<file path="src/rtl/mem_stage_if.sv">
// EX->MEM->WB handshake and payload bundle for the memory stage.
// Also carries the synchronous SRAM read data and the ID forwarding path.
interface mem_stage_if;
  logic         ex_to_mem_valid;
  logic [138:0] ex_to_mem_bus;
  logic         mem_allowin;
  logic [31:0]  data_sram_rdata;
  logic         wb_allowin;
  logic         mem_to_wb_valid;
  logic [69:0]  mem_to_wb_bus;
  logic [37:0]  mem_to_id_bus;

  modport master (
    output ex_to_mem_valid, ex_to_mem_bus, data_sram_rdata, wb_allowin,
    input  mem_allowin, mem_to_wb_valid, mem_to_wb_bus, mem_to_id_bus
  );

  modport slave (
    input  ex_to_mem_valid, ex_to_mem_bus, data_sram_rdata, wb_allowin,
    output mem_allowin, mem_to_wb_valid, mem_to_wb_bus, mem_to_id_bus
  );
endinterface

</file>
<file path="src/rtl/mem_stage.sv">
// Pipeline MEM stage: latches EX payload, aligns/extends load data, and
// holds the SRAM word while WB stalls, because the SRAM only presents it for one cycle.
module mem_stage (
  input  logic       clk,
  input  logic       reset,
  mem_stage_if.slave mem_if
);
  typedef enum logic {FRESH = 1'b0, HELD = 1'b1} data_state_e;

  logic        mem_valid_q, mem_valid_d;
  logic [31:0] pc_q, pc_d;
  logic        res_from_mem_q, res_from_mem_d;
  logic        rf_we_q, rf_we_d;
  logic [4:0]  rf_waddr_q, rf_waddr_d;
  logic [31:0] alu_result_q, alu_result_d;
  logic [1:0]  addr_lo_q, addr_lo_d;
  logic [2:0]  ld_type_q, ld_type_d;
  logic [31:0] hold_q, hold_d;
  data_state_e state_q, state_d;

  logic mem_allowin, entry;
  assign mem_allowin = ~mem_valid_q | mem_if.wb_allowin;
  assign entry       = mem_if.ex_to_mem_valid & mem_allowin;

  // Store data, upper address bits and the store flag of ld_st_type play no part here.
  logic unused_bits;
  assign unused_bits = ^{mem_if.ex_to_mem_bus[67:36], mem_if.ex_to_mem_bus[35:6],
                         mem_if.ex_to_mem_bus[3]};

  always_comb begin
    mem_valid_d    = mem_valid_q;
    pc_d           = pc_q;
    res_from_mem_d = res_from_mem_q;
    rf_we_d        = rf_we_q;
    rf_waddr_d     = rf_waddr_q;
    alu_result_d   = alu_result_q;
    addr_lo_d      = addr_lo_q;
    ld_type_d      = ld_type_q;
    if (mem_allowin) mem_valid_d = mem_if.ex_to_mem_valid;
    if (entry) begin
      pc_d           = mem_if.ex_to_mem_bus[138:107];
      res_from_mem_d = mem_if.ex_to_mem_bus[106];
      rf_we_d        = mem_if.ex_to_mem_bus[105];
      rf_waddr_d     = mem_if.ex_to_mem_bus[104:100];
      alu_result_d   = mem_if.ex_to_mem_bus[99:68];
      addr_lo_d      = mem_if.ex_to_mem_bus[5:4];
      ld_type_d      = mem_if.ex_to_mem_bus[2:0];
    end
  end

  always_comb begin
    state_d = state_q;
    hold_d  = hold_q;
    if (entry) begin
      state_d = FRESH;
    end else begin
      unique case (state_q)
        FRESH: if (mem_valid_q & res_from_mem_q & ~mem_if.wb_allowin) begin
          hold_d  = mem_if.data_sram_rdata;
          state_d = HELD;
        end
        HELD: if (mem_valid_q & mem_if.wb_allowin) state_d = FRESH;
      endcase
    end
  end

  always_ff @(posedge clk or posedge reset) begin
    if (reset) begin
      mem_valid_q    <= 1'b0;
      pc_q           <= '0;
      res_from_mem_q <= 1'b0;
      rf_we_q        <= 1'b0;
      rf_waddr_q     <= '0;
      alu_result_q   <= '0;
      addr_lo_q      <= '0;
      ld_type_q      <= '0;
      hold_q         <= '0;
      state_q        <= FRESH;
    end else begin
      mem_valid_q    <= mem_valid_d;
      pc_q           <= pc_d;
      res_from_mem_q <= res_from_mem_d;
      rf_we_q        <= rf_we_d;
      rf_waddr_q     <= rf_waddr_d;
      alu_result_q   <= alu_result_d;
      addr_lo_q      <= addr_lo_d;
      ld_type_q      <= ld_type_d;
      hold_q         <= hold_d;
      state_q        <= state_d;
    end
  end

  logic [31:0] raw, ld_data, final_result;
  logic [7:0]  byte_lane;
  logic [15:0] half_lane;
  logic        sext;

  always_comb begin
    raw = (state_q == HELD) ? hold_q : mem_if.data_sram_rdata;
    case (addr_lo_q)
      2'd0:    byte_lane = raw[7:0];
      2'd1:    byte_lane = raw[15:8];
      2'd2:    byte_lane = raw[23:16];
      default: byte_lane = raw[31:24];
    endcase
    half_lane = addr_lo_q[1] ? raw[31:16] : raw[15:0];
    sext      = ~ld_type_q[2];
    case (ld_type_q[1:0])
      2'd0:    ld_data = {{24{sext & byte_lane[7]}}, byte_lane};
      2'd1:    ld_data = {{16{sext & half_lane[15]}}, half_lane};
      default: ld_data = raw;
    endcase
    final_result = res_from_mem_q ? ld_data : alu_result_q;
  end

  assign mem_if.mem_allowin     = mem_allowin;
  assign mem_if.mem_to_wb_valid = mem_valid_q;
  assign mem_if.mem_to_wb_bus   = {pc_q, rf_we_q & mem_valid_q, rf_waddr_q, final_result};
  assign mem_if.mem_to_id_bus   = {rf_we_q & mem_valid_q, rf_waddr_q, final_result};
endmodule

</file>
<file path="src/flat_wrapper.sv">
// flat-port wrapper written by rule: the top's interface ports become plain ports
module mem_stage_flat 
  (clk, reset, mem_if_ex_to_mem_valid, mem_if_ex_to_mem_bus, mem_if_data_sram_rdata, mem_if_wb_allowin, mem_if_mem_allowin, mem_if_mem_to_wb_valid, mem_if_mem_to_wb_bus, mem_if_mem_to_id_bus);
  mem_stage_if mem_if_i ();
  input  logic clk;
  input  logic reset;
  input wire logic [$bits(mem_if_i.ex_to_mem_valid)-1:0] mem_if_ex_to_mem_valid;
  input wire logic [$bits(mem_if_i.ex_to_mem_bus)-1:0] mem_if_ex_to_mem_bus;
  input wire logic [$bits(mem_if_i.data_sram_rdata)-1:0] mem_if_data_sram_rdata;
  input wire logic [$bits(mem_if_i.wb_allowin)-1:0] mem_if_wb_allowin;
  output wire logic [$bits(mem_if_i.mem_allowin)-1:0] mem_if_mem_allowin;
  output wire logic [$bits(mem_if_i.mem_to_wb_valid)-1:0] mem_if_mem_to_wb_valid;
  output wire logic [$bits(mem_if_i.mem_to_wb_bus)-1:0] mem_if_mem_to_wb_bus;
  output wire logic [$bits(mem_if_i.mem_to_id_bus)-1:0] mem_if_mem_to_id_bus;
  assign mem_if_i.ex_to_mem_valid = mem_if_ex_to_mem_valid;
  assign mem_if_i.ex_to_mem_bus = mem_if_ex_to_mem_bus;
  assign mem_if_i.data_sram_rdata = mem_if_data_sram_rdata;
  assign mem_if_i.wb_allowin = mem_if_wb_allowin;
  assign mem_if_mem_allowin = mem_if_i.mem_allowin;
  assign mem_if_mem_to_wb_valid = mem_if_i.mem_to_wb_valid;
  assign mem_if_mem_to_wb_bus = mem_if_i.mem_to_wb_bus;
  assign mem_if_mem_to_id_bus = mem_if_i.mem_to_id_bus;
  mem_stage u_core (.clk(clk), .reset(reset), .mem_if(mem_if_i));
endmodule
</file>
<file path="config.mk">
export PLATFORM = sky130hd
export DESIGN_NAME = mem_stage_flat
export DESIGN_NICKNAME = d
export VERILOG_FILES = /design/src/rtl/mem_stage_if.sv /design/src/rtl/mem_stage.sv /design/src/flat_wrapper.sv
export SDC_FILE = /design/constraint.sdc
export NUM_CORES = 1
export LEC_CHECK = 0
export ABC_AREA = 1
export CAP_MARGIN = 20
export CORE_MARGIN = 2
export CORE_UTILIZATION = 30
export CTS_BUF_LIST = sky130_fd_sc_hd__clkbuf_8 sky130_fd_sc_hd__clkbuf_16
export DETAILED_ROUTE_END_ITERATION = 8
export HOLD_SLACK_MARGIN = 0.06
export PLACE_DENSITY = 0.7
export SYNTH_ARGS = -nofsm -noshare
export SYNTH_HDL_FRONTEND = slang
export SYNTH_SLANG_ARGS = --single-unit
</file>
<file path="constraint.sdc">
create_clock -name clk -period 3.8 [get_ports clk]
set_input_delay 0.38 -clock clk [delete_from_list [all_inputs] [get_ports clk]]
set_output_delay 0.38 -clock clk [all_outputs]
set_load 0.1 [all_outputs]
</file>
==> key figures <==
Timing
  – Max Freq: 0.299 GHz
  – Final WS setup: 454 ps
  – Period utilization: 0.880
  – Total Neg Setup Slack: 0 ps
  – RSZ-0062 raised after global routing: no
  – Final Critical Period: 3350 ps
  – Max-slew headroom at the worst pin: 0.328
  – Worst Max-Slew Pin Slew: 1000 ps
  – Setup violators final: 0
  – Setup Skew: 7.25 ps
  – Slew Limit Fails: 0
  – Final Hold Viols: 0

Drt
  – Drt wl/cell: 14.4 um
  – Detailed Route WL: 18.4 mm
  – Vias: 5669
  – DR vias/cell: 4.45
  – DR pass1 iterations: 5
  – DR iter-0 viols: 398
  – Remaining DRCs: 0
  – Detail Route Antenna Nets: 0

Layout
  – Final instance area: 8930 um^2
  – Layout cells sized above 1: 0.126
  – Antenna diode count: 0
  – Nets: 1175
  – Fin util: 0.444
  – Area delta synth->final: 46.2%

CTS
  – Bufs on Longest Clock Path: 2
  – # hold bufs at CTS: 0
  – CTS tree: built
  – Cts bufs inserted: 9
  – Clock Latency Late Sink: 350 ps
  – Clock-pin slew on the worst setup and hold paths: 80 ps
  – Root buffer selected by CTS: clkbuf_16
  – CTS sink count: 110
  – Cts repair resizes: 0
  – Postcts setup bufs: 0
  – Depth of the CTS H-tree: 3

Global route
  – Gr usage total: 0.174
  – First-pass GRT wire length: 29.6 mm
  – Gr ovfl total: 0
  – Largest net degree at the start of global routing: 99
  – Antenna violations before repair: 0
  – Vias in the first global route: 5690

Critical path
  – Crit-path leading delay family: simple AND/OR/NAND/NOR gates
  – CP Capture Type: output port
  – Worst Setup SP: u_core.state_q
  – Crit path capture: mem_if_mem_to_wb_bus[15]
  – Crit Reg-Reg Startpoint: u_core.state_q
  – Largest stage delay, worst path: 820 ps
  – Top cell by count, worst path: nand2_1
  – RR Endpoint: u_core.hold_q[22]
  – Internal reg-to-reg setup slack: 1630 ps
  – CP Data Arrival Time: 2970 ps
  – Crit path depth: 10
  – Worst reg2reg path depth: 5
  – Req. time, crit path: 3420 ps
  – Crit Path Max Fanout: 37
  – Worst Path Buf+Inv: 2
  – Worst path slowest cell: dfrtp_1
  – Critical path cell sequence: buf_4 > nand2_1 > nand2_2 > a21boi_2 > nand2_2 > nand3_4 > nand2_1 > nand2_1 > nand2_1 > buf_12
  – Crit Path Class: reg2out
  – Setup crit start kind: flip-flop

Logic synthesis
  – Register area share after synthesis: 0.451
  – Library cells used by synthesis: 28
  – Mean post-synth cell area: 7.25 um^2
  – Asr flop ratio synth: 1.00
  – Yosys Warn Count: 0
  – Top-count cell post-synth: nand2_1
  – Synthesized area: 6110 um^2
  – Largest area contributor in the netlist: dfrtp_1
  – Commonest cells in the netlist: 375 x nand2_1, 110 x dfrtp_1, 88 x inv_1, 79 x o21ai_0, 42 x buf_4
  – Post-synthesis instance total: 843
  – Largest cells by area after synthesis: dfrtp_1 45%, nand2_1 23%, o21ai_0 6.5%
  – Syn_nets: 1018
  – Post-synth EDFFs: 0
  – Ys flop type: dfrtp_1
  – Top cell type's share of synthesized area: 0.451
  – Register bit total from synthesis: 110

Pwr
  – Leak Pwr: 4.48 nW
  – Pwr dens: 646 nW/um^2
  – Max IR drop VDD: 0.347 mV

Min path
  – Worst Hold Class: in2async

Place
  – GPL Wtd Cong: 0.887
  – I/O Buffers: 221
  – Dpl cell area: 8660 um^2
  – DP HPWL: 13.5 mm
  – Setup slack at placement: 862 ps

Floorplan
  – Core box area: 20100 um^2
  – Starting Density: 0.304
  – Die H: 147 um
  – Die Area: 21500 um^2
  – Row count: 52
  – Chip width: 147 um
  – IO Pins: 285

Outcome
  – Status: finished clean

Run
  – Maxcap violations: 0
## stage by stage
step | cells | hold WS [ps] | power [mW]
6_report | 1274 | 445 | 5.77
5_1_grt | 1274 | 488 | 6.04
4_1_cts | 1274 | 474 | 5.83
3_5_place_dp | 1259 | 458 | 4.90
3_3_place_gp | 1259 | 452 | 4.87
2_1_floorplan | 843 | 434 | 3.95
## placed cells by master, fill, tap and decap left out
| master | Yosys | layout |
|---|---|---|
| a21oi_2 | 7 | 7 |
| mux2_2 | 2 | 2 |
| clkbuf_16 | 0 | 9 |
| clkdlybuf4s50_1 | 0 | 156 |
| clkinv_4 | 0 | 2 |
| nor2_4 | 1 | 2 |
| a21oi_1 | 24 | 24 |
| or2_2 | 1 | 1 |
| buf_12 | 0 | 50 |
| o211ai_1 | 7 | 7 |
| nand2_2 | 8 | 8 |
| a21boi_2 | 1 | 1 |
| buf_4 | 42 | 23 |
| inv_2 | 2 | 2 |
| a31oi_1 | 2 | 2 |
| nand3_1 | 22 | 22 |
| inv_4 | 0 | 1 |
| o21ai_0 | 79 | 79 |
| clkinv_2 | 0 | 1 |
| nand3_2 | 11 | 11 |
| mux2_1 | 1 | 1 |
| nor2_2 | 3 | 2 |
| clkinvlp_4 | 0 | 2 |
| o21ai_1 | 2 | 2 |
| inv_1 | 88 | 87 |
| dfrtp_1 | 110 | 110 |
| nand2_1 | 375 | 375 |
| inv_8 | 1 | 2 |
| nand3_4 | 1 | 1 |
| nor2_1 | 11 | 11 |
| clkinv_1 | 1 | 1 |
## power breakdown
| part | switching, mW | leakage (nW) | internal, mW |
|---|---|---|---|
| Sequential | 0.134 | 1.36 | 1.39 |
| Clock | 0.459 | 0.129 | 0.448 |
| Combinational | 2.38 | 2.99 | 0.958 |
## how the worst min path moves through the flow
stage / startpoint / endpoint / slack, ps / depth (start not counted)
final: reset / u_core.pc_q[2] / 450 / 2
after CTS: reset / u_core.pc_q[2] / 470 / 2
after global placement: u_core.pc_q[4] / u_core.pc_q[4] / 450 / 2
after floorplan: u_core.alu_result_q[31] / u_core.alu_result_q[31] / 430 / 2
after global routing: u_core.pc_q[10] / u_core.pc_q[10] / 490 / 2
after detailed placement: u_core.pc_q[4] / u_core.pc_q[4] / 460 / 2
## metal layers
| layer | wire (um) | up-vias | global-route usage |
|---|---|---|---|
| met3 | 1570 | 16 | 0.0575 |
| li1 | - | 2854 | - |
| met1 | 7720 | 2601 | 0.223 |
| met4 | 227 | 0 | 0.0442 |
| met2 | 8830 | 198 | 0.285 |
| met5 | 0 | - | 0 |
## area by class of cell
class                   count  area (um^2)
multi-input cells         558         2470
inverters                  92          355
repair buffers            229         2740
clock buffers               9          225
flip-flops and latches    110         2750
well taps                 270          338
clock inverters             6         48.8
fillers                  1997        11200
## sequential cells by signal, indices dropped and copies added (netlist names)
signal                         flops
u_core.alu_result_q               32
u_core.addr_lo_q                   2
u_core.rf_waddr_q                  5
u_core.ld_type_q                   3
u_core.rf_we_q                     1
u_core.res_from_mem_q              1
u_core.hold_q                     32
u_core.pc_q                       32
u_core.mem_if.mem_to_wb_valid      1
u_core.state_q                     1
## cells by family (layout without fill, tap and decap cells)
family,after synthesis,in the layout,share of synthesized area
buffers and inverters,175,336,0.145
multiplexers,3,3,0.00553
AO/OA/AOI/OAI,122,122,0.109
flip-flops,110,110,0.451
AND/OR/NAND/NOR,433,433,0.290
(Power assumes the default switching activity.)
